### src/rtl/data_mem_pkg.sv
// data_mem_pkg: definitions shared by the data memory and its load/store initiator.
//   lsu_state_t : initiator FSM state encoding (IDLE, ACCESS, RESP)
//   DMEM_DEPTH  : number of addressable data-memory words
//   DMEM_ADDR_W : word-address width on the request and memory ports
//   DMEM_DATA_W : data width
package data_mem_pkg;

  localparam int DMEM_DEPTH  = 8;
  localparam int DMEM_ADDR_W = 16;
  localparam int DMEM_DATA_W = 16;

  typedef enum logic [1:0] {
    IDLE   = 2'd0,
    ACCESS = 2'd1,
    RESP   = 2'd2
  } lsu_state_t;

endpackage

### src/rtl/data_mem_lsu.sv
// data_mem_lsu: load/store initiator for the 8-word data memory.
// It takes one request at a time, performs a single-cycle access on the memory
// port, and returns a registered response with read data or a range error.
//
// Ports:
//   clk, rst_n                    clock, asynchronous active-low reset
//   req_valid/req_ready           request handshake
//   req_we, req_addr, req_wdata   request payload (1 = store, 0 = load)
//   rsp_valid/rsp_ready           response handshake
//   rsp_rdata, rsp_err            response payload
//   mem_access_addr, mem_write_data, mem_write_en, mem_read, mem_read_data
//                                 memory port (write commits on rising edge,
//                                 read data is combinational)
//   dbg_state                     current FSM state, for observation only
//
// Handshake rule: a transfer happens on a rising edge where valid and ready are
// both high. A source holds valid and its payload stable until that edge; a
// sink may raise or drop ready freely. Neither side may make valid wait on ready.
module data_mem_lsu
  import data_mem_pkg::*;
#(
  parameter int ADDR_W    = DMEM_ADDR_W,
  parameter int DATA_W    = DMEM_DATA_W,
  parameter int MEM_DEPTH = DMEM_DEPTH
) (
  input  logic              clk,
  input  logic              rst_n,
  input  logic              req_valid,
  output logic              req_ready,
  input  logic              req_we,
  input  logic [ADDR_W-1:0] req_addr,
  input  logic [DATA_W-1:0] req_wdata,
  output logic              rsp_valid,
  input  logic              rsp_ready,
  output logic [DATA_W-1:0] rsp_rdata,
  output logic              rsp_err,
  output logic [ADDR_W-1:0] mem_access_addr,
  output logic [DATA_W-1:0] mem_write_data,
  output logic              mem_write_en,
  output logic              mem_read,
  input  logic [DATA_W-1:0] mem_read_data,
  output lsu_state_t        dbg_state
);

  lsu_state_t state;
  logic       in_range;

  // Full-width compare: high address bits never alias onto low words.
  assign in_range  = (req_addr < ADDR_W'(MEM_DEPTH));
  assign dbg_state = state;

  // The memory-side outputs are flops themselves; they hold the latched request
  // for exactly the ACCESS cycle, so the memory never sees request-input glitches,
  // and the asynchronous reset drops the strobes without waiting for an edge.
  always_ff @(posedge clk or negedge rst_n) begin
    if (!rst_n) begin
      state           <= IDLE;
      req_ready       <= 1'b1;
      rsp_valid       <= 1'b0;
      rsp_rdata       <= '0;
      rsp_err         <= 1'b0;
      mem_access_addr <= '0;
      mem_write_data  <= '0;
      mem_write_en    <= 1'b0;
      mem_read        <= 1'b0;
    end else begin
      case (state)
        IDLE: begin
          if (req_valid) begin
            req_ready <= 1'b0;
            if (in_range) begin
              state           <= ACCESS;
              mem_access_addr <= req_addr;
              mem_write_en    <= req_we;
              mem_read        <= ~req_we;
              mem_write_data  <= req_we ? req_wdata : '0;
            end else begin
              // Range error: skip the memory entirely and answer next cycle.
              state     <= RESP;
              rsp_valid <= 1'b1;
              rsp_err   <= 1'b1;
              rsp_rdata <= '0;
            end
          end
        end
        ACCESS: begin
          state           <= RESP;
          rsp_valid       <= 1'b1;
          rsp_err         <= 1'b0;
          rsp_rdata       <= mem_read ? mem_read_data : '0;
          mem_access_addr <= '0;
          mem_write_data  <= '0;
          mem_write_en    <= 1'b0;
          mem_read        <= 1'b0;
        end
        RESP: begin
          if (rsp_ready) begin
            state     <= IDLE;
            rsp_valid <= 1'b0;
            req_ready <= 1'b1;
          end
        end
        default: begin
          state     <= IDLE;
          req_ready <= 1'b1;
          rsp_valid <= 1'b0;
        end
      endcase
    end
  end

endmodule
### config.mk
export PLATFORM = sky130hd
export DESIGN_NAME = data_mem_lsu
export DESIGN_NICKNAME = d
export VERILOG_FILES = /design/src/rtl/data_mem_pkg.sv /design/src/rtl/data_mem_lsu.sv
export SDC_FILE = /design/constraint.sdc
export NUM_CORES = 1
export LEC_CHECK = 0
export CORE_MARGIN = 5
export CORE_UTILIZATION = 45
export DETAILED_ROUTE_END_ITERATION = 10
export PLACE_DENSITY = 0.94
export SETUP_SLACK_MARGIN = 0.1
export SLEW_MARGIN = 20
export SYNTH_ARGS = -nofsm -noshare
export SYNTH_HDL_FRONTEND = slang
export SYNTH_SLANG_ARGS = --single-unit
### constraint.sdc
create_clock -name clk -period 2.3 [get_ports clk]
set_clock_uncertainty 0.15 [all_clocks]
set_input_delay 0.46 -clock clk [delete_from_list [all_inputs] [get_ports clk]]
set_output_delay 0.46 -clock clk [all_outputs]
set_load 0.05 [all_outputs]
* After elaboration in Yosys (flattened, before gate mapping) *
Cells that the tools add are included.

word-level totals
  logic and storage cells = 54
  output and inout bits = 55
  input bits = 53
  register bits after elaboration = 55

cells by class
  bitwise gates (word level) = 2
  multiplexer cells = 29
  equality and inequality tests = 6
  reductions and logical operators = 7
  order comparisons = 1

operators by type and width
  cell                 number
  $mux 16              8
  $pmux 16 s2          3
  $lt 16x4->1 const B  1
  $reduce_and 3->1     4
  $mux 1               9
  $ne 2x2->1 const B   4
  $mux 2               3
  $pmux 1 s2           3
  $pmux 1 s3           2
  $pmux 2 s3           1
  $eq 2x1->1 const B   1
  $eq 2x2->1 const B   1
  $logic_not 2->1      1
  $not 1->1            2
  $reduce_and 2->1     1
  $reduce_bool 2->1    1

* Logic depth before layout (Yosys ltp) *
Gate-level depths: netlist of run 1.

  word-level depth = 4
  depth in mapped cells = 5
  depth with buffers taken out = 3

* Least setup slack after synthesis of run 1 *
No wires, ideal clock.

  kind = reg2reg
  start = register state[1] (netlist: dbg_state[1])
  end = register rsp_rdata[10]
  data required time = 2016 ps
  library setup time = 134 ps
  cell stages (with the launch flop) = 6
  period minus slack after synthesis = 1815 ps
  path buffers = 2
  path slack = 485 ps
  arrival time = 1531 ps
  path through = dfrtp_1 and3b_1 clkbuf_1 buf_2 a22oi_1 o31ai_1

on the way
  word-level cells in the longest chain between the ends = 3
  elaborated cells between the ends (all ways) = 7
  classes of those cells = 3 x eq/ne; 1 x mux; 3 x reduce/logical

RTL lines
  item                                                              RTL line            RTL
  start, declared                                                   data_mem_lsu.sv:45  lsu_state_t state;
  start signal, assigned                                            data_mem_lsu.sv:57  state <= IDLE;
  start signal, assigned                                            data_mem_lsu.sv:72  state <= ACCESS;
  start signal, assigned                                            data_mem_lsu.sv:79  state <= RESP;
  $eq 2x1->1 / $logic_not 2->1 (equally long branches)              data_mem_lsu.sv:67  case (state)
  $reduce_bool 2->1 (no line) / $ne 2x2->1 (equally long branches)  -
  $reduce_and 3->1 (no line)                                        -
  end signal, assigned                                              data_mem_lsu.sv:90  rsp_rdata <= mem_read ? mem_read_data : '0;
  end, declared                                                     data_mem_lsu.sv:35  output logic [DATA_W-1:0] rsp_rdata,

Parallel ways exist; a longest one is shown, timed or not.
A chain may end at the register's enable or synchronous reset.

* Final worst setup path of run 1 *
  start = register rsp_rdata[15]
  end = output rsp_rdata[15]

No word-level cell between the ends.

==> results.txt, run 1 <==
post-route setup TNS - 0 ns
H-tree depth - 2
vias in the first global route - 2,172
Tmin final - 2.16 ns
Syn Area/Cell - 10.9 um2
Synth Area in Compound Gates - 12.0%
CP Launch Type - flip-flop
CTS tree - built
clock-pin slew on the worst setup and hold paths - 0.10 ns
Mapped Cells - 221
Synth Net Count - 274
DR vias - 2,069
RD Place Congestion - 0.732
total gr overflow - 0
# port buffers - 107
critical path peak fanout - 3
post-layout instance count excluding filler cells - 398
Top Layer Used - met4
post-DP HPWL - 4840 um
GRT Overall Usage - 18.8%
Final Worst Setup Slack - 0.145 ns
Final Hold Fails - 0
max_slew headroom - 50.3%
P_leak - 1.62 nW
library cells used by synthesis - 31
pre-CTS setup slack - -0.0586 ns
mapped cell area - 2410 um2
pwr dens - 507 nW/um2
Max Root-Sink Buffers - 2
reg2reg end - mem_write_data[4]
global-route wire length before repair - 10,700 um
largest net degree at the start of global routing - 34
Detailed Route WL - 6500 um
Inst Count DP - 389
reg2reg setup slack - 0.49 ns
Die Y - 83.2 um
pins over their slew limit - 0
Hold Path Class - reg -> reg
CP bufs+invs - 1
FF+latch count, synth - 55
routed wl met3 - 496 um
hold path cells - 1
Die Width - 83.2 um
Worst Max-Slew Pin Slew - 0.742 ns
Ys Warns - 0
crit path cell chain - clkdlybuf4s50_1
data required time of the critical path - 1.69 ns
worst r2r src - dbg_state[1]
f_max - 464 MHz
slowest CP cell - clkdlybuf4s50_1
Hold Startpoint - mem_access_addr[11]
filler cell count - 380
number of vias per cell - 5.20
Metal-1 WL - 2730 um
Layout Area Growth over Synthesis - 53.3%
commonest non-fill, non-tap cell in the layout - clkdlybuf4s50_1
CP delay by family, top - buffers and inverters
Synth Area in Adders - 0%
crit end category - output port
Endpoint, Worst Hold - mem_access_addr[11]
Post-route DRC - 0
final antenna diode count - 0
Initial Util - 46.6%
Critical Path AT - 1.55 ns
Crit Path Category - reg -> out
Row Count - 26
Finish-stage setup viols - 0
TritonCTS buffer count - 5
Peak VDD IR - 0.353 mV
Post-DRT Antenna Nets - 0
post-synthesis simple-gate area fraction - 15.9%
XOR/XNOR Fraction of Synth Area - 0%
CORE AREA - 5170 um2
Worst-Skew Late Latency - 0.31 ns
multi-input logic area - 888 um2
clock sinks - 55
WL met2 - 3200 um
post-synthesis mux area share - 8.77%
IO Count - 108
antenna violations before repair - 0
routed length per placed instance - 16.3 um
maxcap violations - 0
sequential share of the synthesized area - 57.1%
most frequent cells in the layout - 101 x clkdlybuf4s50_1, 54 x dfrtp_1, 36 x nand2_1
largest family of logic cells by synthesized area - simple AND/OR/NAND/NOR gates
DRT Pass-1 Iters - 4
nets@finish - 380
fin util - 71.5%
ratio of cells with drive above 1 in the final layout - 8.84%
Die Area - 6920 um2
status - completed
Sequential cell area - 1380 um2
final period utilization - 93.7%
Iteration-0 DRC Markers - 65
RSZ-0062 raised after global routing - no
worst r2r path cells - 4
CTS Root Cell - clkbuf_8
slowest stage delay, CP - 0.84 ns
==> cell families (layout without fill, tap and decap cells) <==
logic type             Yosys count  after routing
AOI/OAI and AO/OA               38             38
buffers and inverters           34            141
DFF                             55             55
muxes                           21             21
and+or+nand+nor                 73             73
==> synth_stat cells <==
master,count,area share [%]
a21oi_1,1,0.21
a221o_1,2,0.83
a22oi_1,16,5.0
a31o_1,1,0.36
and2_0,1,0.26
and2_1,1,0.26
and3_1,13,3.4
and3b_1,1,0.36
and4_1,1,0.36
buf_1,1,0.16
buf_2,5,1.0
buf_6,2,0.93
clkbuf_1,10,1.6
dfrtp_1,54,56
dfstp_2,1,1.1
inv_1,16,2.5
mux2_2,1,0.47
mux2i_1,20,8.3
nand2_1,36,5.6
nand2b_1,5,1.3
nand4_1,2,0.52
nor2_1,3,0.47
nor2b_1,3,0.78
nor3_1,2,0.41
nor3b_1,1,0.31
nor4_2,2,1.0
nor4b_2,1,0.62
o21ai_0,1,0.21
o21bai_2,1,0.47
o31ai_1,16,5.0
or2_2,1,0.26
==> worst register-to-register path, stage by stage (launching register included) <==
cell and delay, ns:
dfrtp_1 0.50, nor4b_2 0.34, and4_1 0.31, buf_12 0.21
mux2i_1 0.22
==> how the worst max path moves through the flow <==
stage	slack, ns	from	to	cells past startpoint
after global routing	0.10	rsp_rdata[7]	rsp_rdata[7]	1
after global placement	0.05	req_addr[8]	rsp_rdata[3]	5
after detailed placement	-0.06	req_addr[14]	rsp_rdata[8]	5
after CTS	0.13	rsp_rdata[15]	rsp_rdata[15]	1
after floorplan	0.49	dbg_state[1]	rsp_rdata[10]	5
final	0.14	rsp_rdata[15]	rsp_rdata[15]	1
==> power breakdown <==
part	internal, W	switching (W)
sequential	0.000980	0.0000136
combinational	0.000120	0.000110
clock	0.000352	0.000300
total	0.00145	0.000424
==> flip-flops by register name, summed over array words and instances, names as in the netlist <==
name,flops
rsp_err,1
mem_write_data,16
rsp_rdata,16
rsp_valid,1
mem_access_addr,16
mem_write_en,1
dbg_state,2
req_ready,1
mem_read,1
==> metal layers <==
layer / track usage, % / vias to the layer above
met5: 0 / -
met1: 24.0 / 1016
met4: 4.01 / 0
met2: 30.5 / 72
met3: 6.93 / 6
li1: - / 975
==> layout make-up <==
class	count	area share, %
timing repair buffer	117	31.5
inverter	16	1.62
sequential	55	37.3
clock inverter	2	0.948
tap	70	2.37
multi-input combinational	132	24.0
clock buffer	6	2.23
==> per-stage QoR <==
stage	cell area, um2	total power, W	hold WS (ns)
3_3_place_gp	3560	0.00124	0.306
5_1_grt	3700	0.00196	0.381
2_1_floorplan	2410	0.00109	0.0144
4_1_cts	3690	0.00190	0.371
3_5_place_dp	3560	0.00124	0.321
6_report	3700	0.00188	0.366
==> what timing repair did <==
| item | CTS | global route |
|---|---|---|
| setup buffers | 0 | 0 |
| endpoints found under the hold margin | 22 | 0 |
| resized for setup | 0 | 2 |
| endpoints found under the setup margin | 0 | 2 |
| hold buffers | 1 | 0 |
No activity file was read; power rests on OpenSTA's default activity.
==> run 2, diff against run 1 <==
--- a/config.mk
+++ b/config.mk
@@ -5,7 +5,8 @@
 export SDC_FILE = /design/constraint.sdc
 export NUM_CORES = 1
 export LEC_CHECK = 0
-export CORE_MARGIN = 5
+export CAP_MARGIN = 40
+export CORE_MARGIN = 2
 export CORE_UTILIZATION = 45
 export DETAILED_ROUTE_END_ITERATION = 10
 export PLACE_DENSITY = 0.94
==> results.txt, run 2 (same netlist as run 1, synthesis figures left out) <==
status - completed
slowest stage delay, CP - 0.82 ns (-0.02 ns)
Detailed Route WL - 6300 um (-3.2%)
crit path cell chain - clkdlybuf4s50_1
RSZ-0062 raised after global routing - no
Die Width - 77.2 um (-7.2%)
pwr dens - 482 nW/um2 (-5.1%)
Initial Util - 46.9% (+0.30 points)
f_max - 469 MHz (+1.0%)
Layout Area Growth over Synthesis - 53.1%
final antenna diode count - 0 (unchanged)
placed cell area - 3580 um2 (+0.39%)
pre-CTS setup slack - -0.0932 ns (-0.0346 ns)
Die Area - 5960 um2 (-14%)
data required time of the critical path - 1.69 ns (about the same)
CP bufs+invs - 1 (unchanged)
Sequential cell area - 1380 um2 (unchanged)
filler cell count - 394 (+3.7%)
largest net degree at the start of global routing - 26 (-24%)
CORE AREA - 5140 um2 (-0.63%)
clock-pin slew on the worst setup and hold paths - 0.10 ns (about the same)
Hold Worst Slack - 0.368 ns (+0.00233 ns)
commonest non-fill, non-tap cell in the layout - clkdlybuf4s50_1
Tmin final - 2.13 ns (-0.0213 ns)
H-tree depth - 2 (unchanged)
CTS tree - built
maxcap violations - 0 (unchanged)
TritonCTS buffer count - 5 (unchanged)
multi-input logic area - 886 um2 (-0.28%)
IO Count - 108 (unchanged)
CP Launch Type - flip-flop
Worst Max-Slew Pin Slew - 0.665 ns (-0.0771 ns)
Finish-stage setup viols - 0 (unchanged)
nets@finish - 384 (+1.1%)
Die Y - 77.2 um (-7.2%)
critical path peak fanout - 3 (unchanged)
Row Count - 26 (unchanged)
global-route wire length before repair - 10,400 um (-2.9%)
max_slew headroom - 55.6% (+5.3 points)
antenna violations before repair - 0 (unchanged)
RD Place Congestion - 0.753 (+2.9%)
final period utilization - 92.8% (-0.92 points)
Iteration-0 DRC Markers - 75 (+15%)
# port buffers - 107 (unchanged)
ratio of cells with drive above 1 in the final layout - 9.64% (+0.80 points)
Crit Path Category - reg -> out
overall power - 0.00178 W (-5.2%)
Final Hold Fails - 0 (unchanged)
post-DP HPWL - 4730 um (-2.1%)
reg2reg setup slack - 0.50 ns (about the same)
pins over their slew limit - 0 (unchanged)
GRT Overall Usage - 21.9% (+3.1 points)
number of vias per cell - 5.10 (-1.9%)
Peak VDD IR - 0.320 mV (-9.3%)
Max Root-Sink Buffers - 2 (unchanged)
routed length per placed instance - 15.7 um (-4.2%)
Post-route DRC - 0 (unchanged)
Post-DRT Antenna Nets - 0 (unchanged)
CP delay by family, top - buffers and inverters
Worst-Skew Late Latency - 0.30 ns (about the same)
total gr overflow - 0 (unchanged)
DR vias - 2,051 (-0.87%)
Final Worst Setup Slack - 0.166 ns (+0.0213 ns)
cts repair resizes - 0 (unchanged)
CTS Root Cell - clkbuf_8
DRT Pass-1 Iters - 4 (unchanged)
Critical Path AT - 1.52 ns (-0.03 ns)
clock sinks - 55 (unchanged)
fin area - 3690 um2 (-0.14%)
most frequent cells in the layout - 103 x clkdlybuf4s50_1, 54 x dfrtp_1, 36 x nand2_1
Hold Path Class - reg -> reg
biggest regs - mem_access_addr: 16 flops, mem_write_data: 16 flops, rsp_rdata: 16 flops
slowest CP cell - clkdlybuf4s50_1
P_leak - 1.59 nW (-2.2%)
vias in the first global route - 2,093 (-3.6%)
crit end category - output port
run 2: layout make-up:
class | count | area share [%]
well taps | 70 | 2.37
inverters | 16 | 1.63
multi-input cells | 132 | 24.0
clock inverters | 2 | 0.441
clock buffers | 6 | 2.24
repair buffers | 121 | 32.0
flip-flops and latches | 55 | 37.3
run 2: worst paths after layout:
kind / from / to / depth (start not counted)
max: rsp_rdata[10] / rsp_rdata[10] / 1
max reg2reg: dbg_state[1] / mem_write_data[15] / 4
min in group asynchronous: rst_n / mem_access_addr[14] / 2
min: mem_access_addr[3] / mem_access_addr[3] / 1
max in group asynchronous: rst_n / mem_write_data[1] / 3
min reg2reg: mem_access_addr[3] / mem_access_addr[3] / 1
run 2: repair_timing:
item	4_1_cts	5_1_grt
buffers inserted	0	1
hold buffers	1	0
endpoints found under the setup margin	0	1
hold endpoints to repair	20	0
run 2: routing by layer:
metal	vias to the layer above	GRT usage [%]	wire, um
li1	986	-	-
met1	981	28.3	2690
met2	78	35.9	3120
met3	6	6.00	413
met4	0	6.96	75
met5	-	0	0
run 2: per-stage QoR:
step           utilization, %  setup TNS [ns]  std cells
3_5_place_dp             69.6          -0.559        392
3_3_place_gp             69.4               0        391
2_1_floorplan               -               0        221
5_1_grt                  71.8               0        402
6_report                 71.8               0        402
4_1_cts                  71.7               0        401
run 2: where the power goes:
part           internal (W)  switching, W
combinational      0.000121      0.000112
clock              0.000246      0.000306
sequential         0.000980     0.0000131
total               0.00135      0.000431
run 2: worst reg2reg max path, cell delays in order (launching register included):
cell and delay (ns):
dfrtp_1 0.50, nor4b_2 0.36, and4_1 0.29, buf_12 0.20
mux2i_1 0.22
==> run 3, diff against run 2 <==
--- a/config.mk
+++ b/config.mk
@@ -7,9 +7,9 @@
 export LEC_CHECK = 0
 export CAP_MARGIN = 40
 export CORE_MARGIN = 2
-export CORE_UTILIZATION = 45
+export CORE_UTILIZATION = 42
 export DETAILED_ROUTE_END_ITERATION = 10
-export PLACE_DENSITY = 0.94
+export PLACE_DENSITY = 0.89
 export SETUP_SLACK_MARGIN = 0.1
 export SLEW_MARGIN = 20
 export SYNTH_ARGS = -nofsm -noshare
==> constraint.sdc (replaced) <==
create_clock -name clk -period 2.2 [get_ports clk]
set_clock_uncertainty 0.15 [all_clocks]
set_input_delay 0.44 -clock clk [delete_from_list [all_inputs] [get_ports clk]]
set_output_delay 0.44 -clock clk [all_outputs]
set_load 0.05 [all_outputs]
==> results.txt, run 3 (same netlist as run 1, synthesis figures left out) <==
overall power - 0.00198 W (+11%)
GRT Overall Usage - 20.1% (-1.9 points)
Critical Path AT - 1.48 ns (-0.04 ns)
CTS Root Cell - clkbuf_8
pwr dens - 525 nW/um2 (+9.0%)
total gr overflow - 0 (unchanged)
nets@finish - 385 (+0.26%)
antenna violations before repair - 0 (unchanged)
Post-route DRC - 0 (unchanged)
Die Area - 6370 um2 (+6.8%)
post-route setup TNS - 0 ns (unchanged)
most frequent cells in the layout - 67 x clkdlybuf4s50_1, 54 x dfrtp_1, 36 x nand2_1
Tmin final - 2.07 ns
CORE AREA - 5540 um2 (+7.8%)
clock sinks - 55 (unchanged)
RSZ-0062 raised after global routing - no
reg2reg setup slack - 0.44 ns (-0.06 ns)
P_leak - 1.92 nW (+21%)
CP delay by family, top - buffers and inverters
global-route wire length before repair - 9780 um (-5.7%)
largest net degree at the start of global routing - 34 (+31%)
final period utilization - 93.9%
critical path peak fanout - 2 (-1)
number of vias per cell - 5.21 (+2.1%)
Peak VDD IR - 0.353 mV (+10%)
fin area - 3770 um2 (+2.0%)
Die Width - 79.8 um (+3.3%)
f_max - 484 MHz
slowest stage delay, CP - 0.81 ns (about the same)
routed length per placed instance - 15.4 um (-1.8%)
Post-DRT Antenna Nets - 0 (unchanged)
post-DP HPWL - 4460 um (-5.9%)
Hold Worst Slack - 0.366 ns (-0.00215 ns)
worst r2r path cells - 4 (unchanged)
Worst Max-Slew Pin Slew - 0.762 ns (+0.0971 ns)
TritonCTS buffer count - 5 (unchanged)
Max Root-Sink Buffers - 2 (unchanged)
RD Place Congestion - 0.771 (+2.3%)
ratio of cells with drive above 1 in the final layout - 10.2% (+0.57 points)
CP Launch Type - flip-flop
Worst-Skew Late Latency - 0.30 ns (about the same)
status - completed
vias in the first global route - 2,090 (-0.14%)
DRT Pass-1 Iters - 4 (unchanged)
internal power - 0.00152 W (+13%)
total stage count of the critical path - 1 (unchanged)
routing usage on met2 - 34.1% (-1.8 points)
clock-pin slew on the worst setup and hold paths - 0.10 ns (about the same)
Detailed Route WL - 6230 um (-1.1%)
worst r2r src - dbg_state[1]
data required time of the critical path - 1.61 ns (-0.08 ns)
final antenna diode count - 0 (unchanged)
Final Hold Fails - 0 (unchanged)
Layout Area Growth over Synthesis - 56.1%
Most Crowded Layer GR - met2
fin util - 68.0% (-3.9 points)
CTS tree - built
Iteration-0 DRC Markers - 85 (+13%)
biggest regs - mem_access_addr: 16 flops, mem_write_data: 16 flops, rsp_rdata: 16 flops
Clock Power Share - 35.3% (+4.3 points)
combinational share of power - 12.1% (-1.0 points)
met3 usage - 6.45% (+0.45 points)
CP bufs+invs - 1 (unchanged)
crit end category - output port
sw frac - 22.9% (-1.4 points)
pins over their slew limit - 0 (unchanged)
Row Count - 27 (+3.8%)
sequential share of power - 52.6% (-3.2 points)
maxcap violations - 0 (unchanged)
max_slew headroom - 49.0% (-6.6 points)
Sw Pwr - 0.000452 W (+4.8%)
DR vias - 2,109 (+2.8%)
Initial Util - 43.5% (-3.4 points)
Crit Path Category - reg -> out
slowest CP cell - clkdlybuf4s50_1
crit path capture - mem_write_data[6]
IO Count - 108 (unchanged)
M1 GR Usage - 24.1% (-4.2 points)
Finish-stage setup viols - 0 (unchanged)
origin of the worst setup path - mem_write_data[6]
Die Y - 79.8 um (+3.3%)
# port buffers - 107 (unchanged)
Hold Path Class - reg -> reg
commonest non-fill, non-tap cell in the layout - clkdlybuf4s50_1
crit path cell chain - clkdlybuf4s50_1
placed cell area - 3600 um2 (+0.59%)
H-tree depth - 2 (unchanged)
reg2reg end - mem_write_data[14]
-- run 3: power by group through the flow --
stage               combinational (W)  sequential, W  clock [W]
finish                       0.000240        0.00104   0.000698
global route                 0.000258        0.00104   0.000753
CTS                          0.000243        0.00104   0.000711
detailed placement           0.000244        0.00106          0
global placement             0.000239        0.00106          0
floorplan                   0.0000440        0.00110          0
-- run 3: what timing repair did --
item / in CTS / in global routing
hold buffers: 1 / 0
hold endpoints to repair: 19 / 0
pin swaps: 0 / 0
setup endpoints to repair: 16 / 21
buffers inserted: 0 / 1
resized for setup: 16 / 20
-- run 3: final cells by class --
| class | instances | area [um2] |
|---|---|---|
| fillers | 439 | 1770 |
| flip-flops and latches | 55 | 1380 |
| repair buffers | 122 | 1230 |
| multi-input cells | 132 | 888 |
| well taps | 72 | 90.1 |
| clock buffers | 6 | 82.6 |
| inverters | 16 | 60.1 |
| clock inverters | 2 | 38.8 |
-- run 3: worst min-delay path by stage --
stage                        startpoint             endpoint  cells past startpoint
floorplan                         rst_n         dbg_state[0]                      0
finish               mem_access_addr[4]   mem_access_addr[4]                      1
global placement                  rst_n   mem_access_addr[6]                      1
global route        mem_access_addr[10]  mem_access_addr[10]                      1
CTS                 mem_access_addr[10]  mem_access_addr[10]                      1
detailed placement                rst_n   mem_access_addr[6]                      1
-- run 3: per-stage QoR --
stage / cells / setup slack [ns]
final: 405 / 0.134
after global routing: 405 / 0.0892
after CTS: 404 / 0.103
after detailed placement: 395 / -0.184
after global placement: 395 / -0.0452
after floorplan: 221 / 0.385
-- run 3: per-layer routing --
metal	wire length [um]	up-vias
met4	87	0
met2	3120	84
met5	0	-
met3	425	8
li1	-	988
met1	2590	1029
